`src/rtl/answer_timer.sv`:
```
// answer_timer: loadable 8-bit down-counter. zero_o is high while the count
// is zero, so a load of N-1 gives an N-cycle dwell.
module answer_timer (
  input  logic       clk,
  input  logic       rst_n,
  input  logic       load_i,
  input  logic [7:0] load_val_i,
  input  logic       en_i,
  output logic       zero_o
);

  logic [7:0] count_q;

  // Load has priority over counting; the count parks at zero until reloaded.
  always_ff @(posedge clk or negedge rst_n) begin
    // NOTE: sequential state uses non-blocking assignments so every flop
    // samples the pre-edge values, independent of statement order.
    if (!rst_n)                        count_q <= 8'd0;
    else if (load_i)                   count_q <= load_val_i;
    else if (en_i && count_q != 8'd0)  count_q <= count_q - 8'd1;
  end

  assign zero_o = (count_q == 8'd0);

endmodule

```
`config.mk`:
```
export PLATFORM = sky130hd
export DESIGN_NAME = answer_timer
export DESIGN_NICKNAME = d
export VERILOG_FILES = /design/src/rtl/answer_timer.sv
export SDC_FILE = /design/constraint.sdc
export NUM_CORES = 1
export LEC_CHECK = 0
export CORE_UTILIZATION = 30
export CTS_BUF_LIST = sky130_fd_sc_hd__clkbuf_8
export DETAILED_ROUTE_END_ITERATION = 10
export PLACE_DENSITY_LB_ADDON = 0.3
export SLEW_MARGIN = 5
export SYNTH_ARGS = -nofsm -noshare
export SYNTH_HDL_FRONTEND = slang
export SYNTH_SLANG_ARGS = --single-unit
```
`constraint.sdc`:
```
create_clock -name clk -period 1.7 [get_ports clk]
set_input_delay 0.255 -clock clk [delete_from_list [all_inputs] [get_ports clk]]
set_output_delay 0.255 -clock clk [all_outputs]
set_load 0.02 [all_outputs]
```
==> results by group <==
STA
  – Final worst setup slack: -53.04 ps
  – Slew margin rel.: 73.09%
  – Min Tclk post-route: 1753 ps
  – Tcrit/Tclk final: 103.1%
  – Worst Tran Pin Value: 402.4 ps
  – RSZ-0062 raised after global routing: yes
  – Fmax: 570.4 MHz
  – Final setup fails: 3
  – Final Hold Viols: 0
  – Max-slew violations: 0
  – Setup Skew: 0.1475 ps

Route
  – DRC: 0
  – Vias: 595
  – DRT Pass-1 Iters: 5
  – Initial drt markers: 4
  – DR vias/cell: 5.360
  – DRT Wirelength: 1543 um
  – Wire per inst: 13.90 um
  – ANT nets after route: 0

Place
  – Placed Cells: 104
  – HPWL Detailed: 1145 um
  – Pre-CTS WS: -360.7 ps
  – Count of input and output buffers: 12
  – GPL Wtd Cong: 0.8098

Logic synthesis
  – #FFs+latches synth: 8
  – Number of flops mapped to enable cells by yosys: 0
  – Most used flip-flop cell after synthesis: dfrtp_1
  – Syn nets: 72
  – Sequential fraction of the synthesis area: 37.91%
  – Yosys cell types: 31
  – Ys Warns: 0
  – Syn Area/Cell: 9.104 um^2
  – Cells after synthesis: 58
  – Area of the mapped netlist: 528.0 um^2
  – FFs w/ async S/R, synth: 100.0%

Floorplan
  – Initial Util: 33.49%
  – Row count: 14
  – Die Ht: 43.95 um
  – Die width: 43.95 um
  – Num ports: 13
  – Core Footprint: 1577 um^2
  – Die area: 1932 um^2

Run status
  – Violated checks: negative setup slack
  – Status: finished, violations left

Global routing
  – First-pass GRT wire length: 2387 um
  – Vias in the first global route: 589
  – Initial antenna violation count: 0
  – GRT Residual Overflow: 0
  – GRT Total Usage: 17.55%
  – Largest net degree at the start of global routing: 10

CTS
  – TritonCTS Sinks: 8
  – CTS tree: done
  – CTS H-tree lvls: 1
  – Clk_lat worst skew: 230 ps
  – Clock tree buffer depth: 2
  – CTS root buf: clkbuf_8
  – Reg clk slew, reported paths: 40 ps
  – Total CTS buffers: 3

Power
  – Clock share of power: 34.2%
  – LEAKAGE: 0.3845 nW
  – Max VDD drop: 0.4482 mV
  – Seq pwr share: 33.4%
  – Pwr dens: 750.3 nW/um^2
  – P_sw: 0.1796 mW
  – Sw Share: 26.68%
  – Pwr Total: 0.6731 mW
  – Power Internal: 0.4935 mW
  – Comb power frac: 32.3%

Critical path
  – Setup CP Type: register to register
  – Critical path's top delay family: simple AND/OR/NAND/NOR gates
  – CP max FO: 4
  – Critical Path AT: 1860 ps
  – Startpoint Class: register
  – CP peak stage delay: 560 ps
  – Crit. End Element: register
  – Critical Path RT: 1810 ps
  – CP bufs+invs: 1
  – Crit path cell chain: or4_4, buf_6, o311a_1, a221o_1
  – Slowest stage cell, crit path: or4_4

Final layout
  – Antenna fix cells: 0
  – Commonest non-fill, non-tap cells in the layout: buf_4 (23), clkdlybuf4s50_1 (11), dfrtp_1 (8), nor2_1 (4)
  – FF/Latch Area: 200.2 um^2
  – Max reg flops: 8
  – Layout cells sized above 1: 34.74%
  – Fill cells: 148
  – Synth-to-layout area growth: 69.91%
  – Cell Count, Final, Fillers Out: 111
  – Most flop-heavy register: count_q
  – Top flop regs: count_q x8
  – Most common cell after layout, fill and taps aside: buf_4
  – Area of the multi-input gates: 319.1 um^2
  – Final #Nets: 111

Job
  – Max-cap violation count: 0

Min path
  – Min-Delay Path Class: input pin to async pin
through the flow:
stage	area [um^2]	util [%]	setup TNS (ps)	hold WS [ps]
floorplan	536.8	-	-18.97	-40.59
global placement	812.0	51.51	-934.2	575.3
detailed placement	812.0	51.51	-1047	576.3
CTS	879.6	55.79	-134.3	331.3
global route	897.1	56.90	-329.6	340.2
finish	897.1	56.90	-131.8	321.9
cells in the mapped netlist, drive strengths merged, types with 2 or more instances:
cell | instances | area [um^2]
nor3b | 3 | 22.52
or4 | 3 | 22.52
ha | 2 | 25.02
a31oi | 2 | 12.51
inv | 2 | 7.510
or3b | 2 | 17.52
nor2 | 5 | 18.77
nand2 | 2 | 7.510
nand3 | 2 | 10.01
a221o | 2 | 20.02
dfrtp | 8 | 200.2
a211o | 2 | 18.77
o21ai | 2 | 10.01
nand4 | 2 | 12.51
a21oi | 3 | 15.01
nor3 | 3 | 15.01
kinds of logic after synthesis:
logic type / synth area share (%)
buffers and inverters: 3.790
adder cells (fa/ha/maj): 4.739
flip-flops: 37.91
AO/OA/AOI/OAI: 26.07
AND/OR/NAND/NOR: 27.49
power groups by stage:
stage               Sequential (mW)  Clock (mW)  Combinational (mW)
global placement              0.226           0               0.194
floorplan                     0.233           0              0.0771
detailed placement            0.226           0               0.198
global route                  0.228       0.252               0.237
CTS                           0.224       0.239               0.208
finish                        0.225       0.230               0.218
layout make-up:
class	instances	area share (%)
flip-flops and latches	8	22.32
repair buffers	36	34.03
multi-input cells	45	35.56
inverters	3	1.255
well taps	16	2.232
clock buffers	3	4.603
final timing paths:
kind                                        start                     end  slack [ps]  cells after the start
max in group asynchronous                   rst_n  count_q[4]$_DFFE_PN0P_        1090                      1
max                        count_q[2]$_DFFE_PN0P_  count_q[7]$_DFFE_PN0P_         -50                      4
min reg2reg                count_q[1]$_DFFE_PN0P_  count_q[1]$_DFFE_PN0P_         650                      3
min in group clk                    load_val_i[2]  count_q[2]$_DFFE_PN0P_         590                      2
max reg2reg                count_q[2]$_DFFE_PN0P_  count_q[7]$_DFFE_PN0P_         -50                      4
min                                         rst_n  count_q[5]$_DFFE_PN0P_         320                      1
per-layer routing:
metal | vias up | track usage, % | part of all wire (%)
met5 | - | 0 | 0
met4 | 0 | 9.091 | 1.6
met3 | 4 | 3.750 | 3.0
met2 | 13 | 29.85 | 47
met1 | 270 | 20.61 | 49
li1 | 308 | - | -
timing repair:
item | 4_1_cts | 5_1_grt
hold buffers | 0 | 0
gates resized for setup | 9 | 1
endpoints found under the setup margin | 3 | 5
hold endpoints to repair | 0 | 0
setup buffers | 2 | 2
pin swaps | 1 | 0
(Power assumes the default switching activity.)
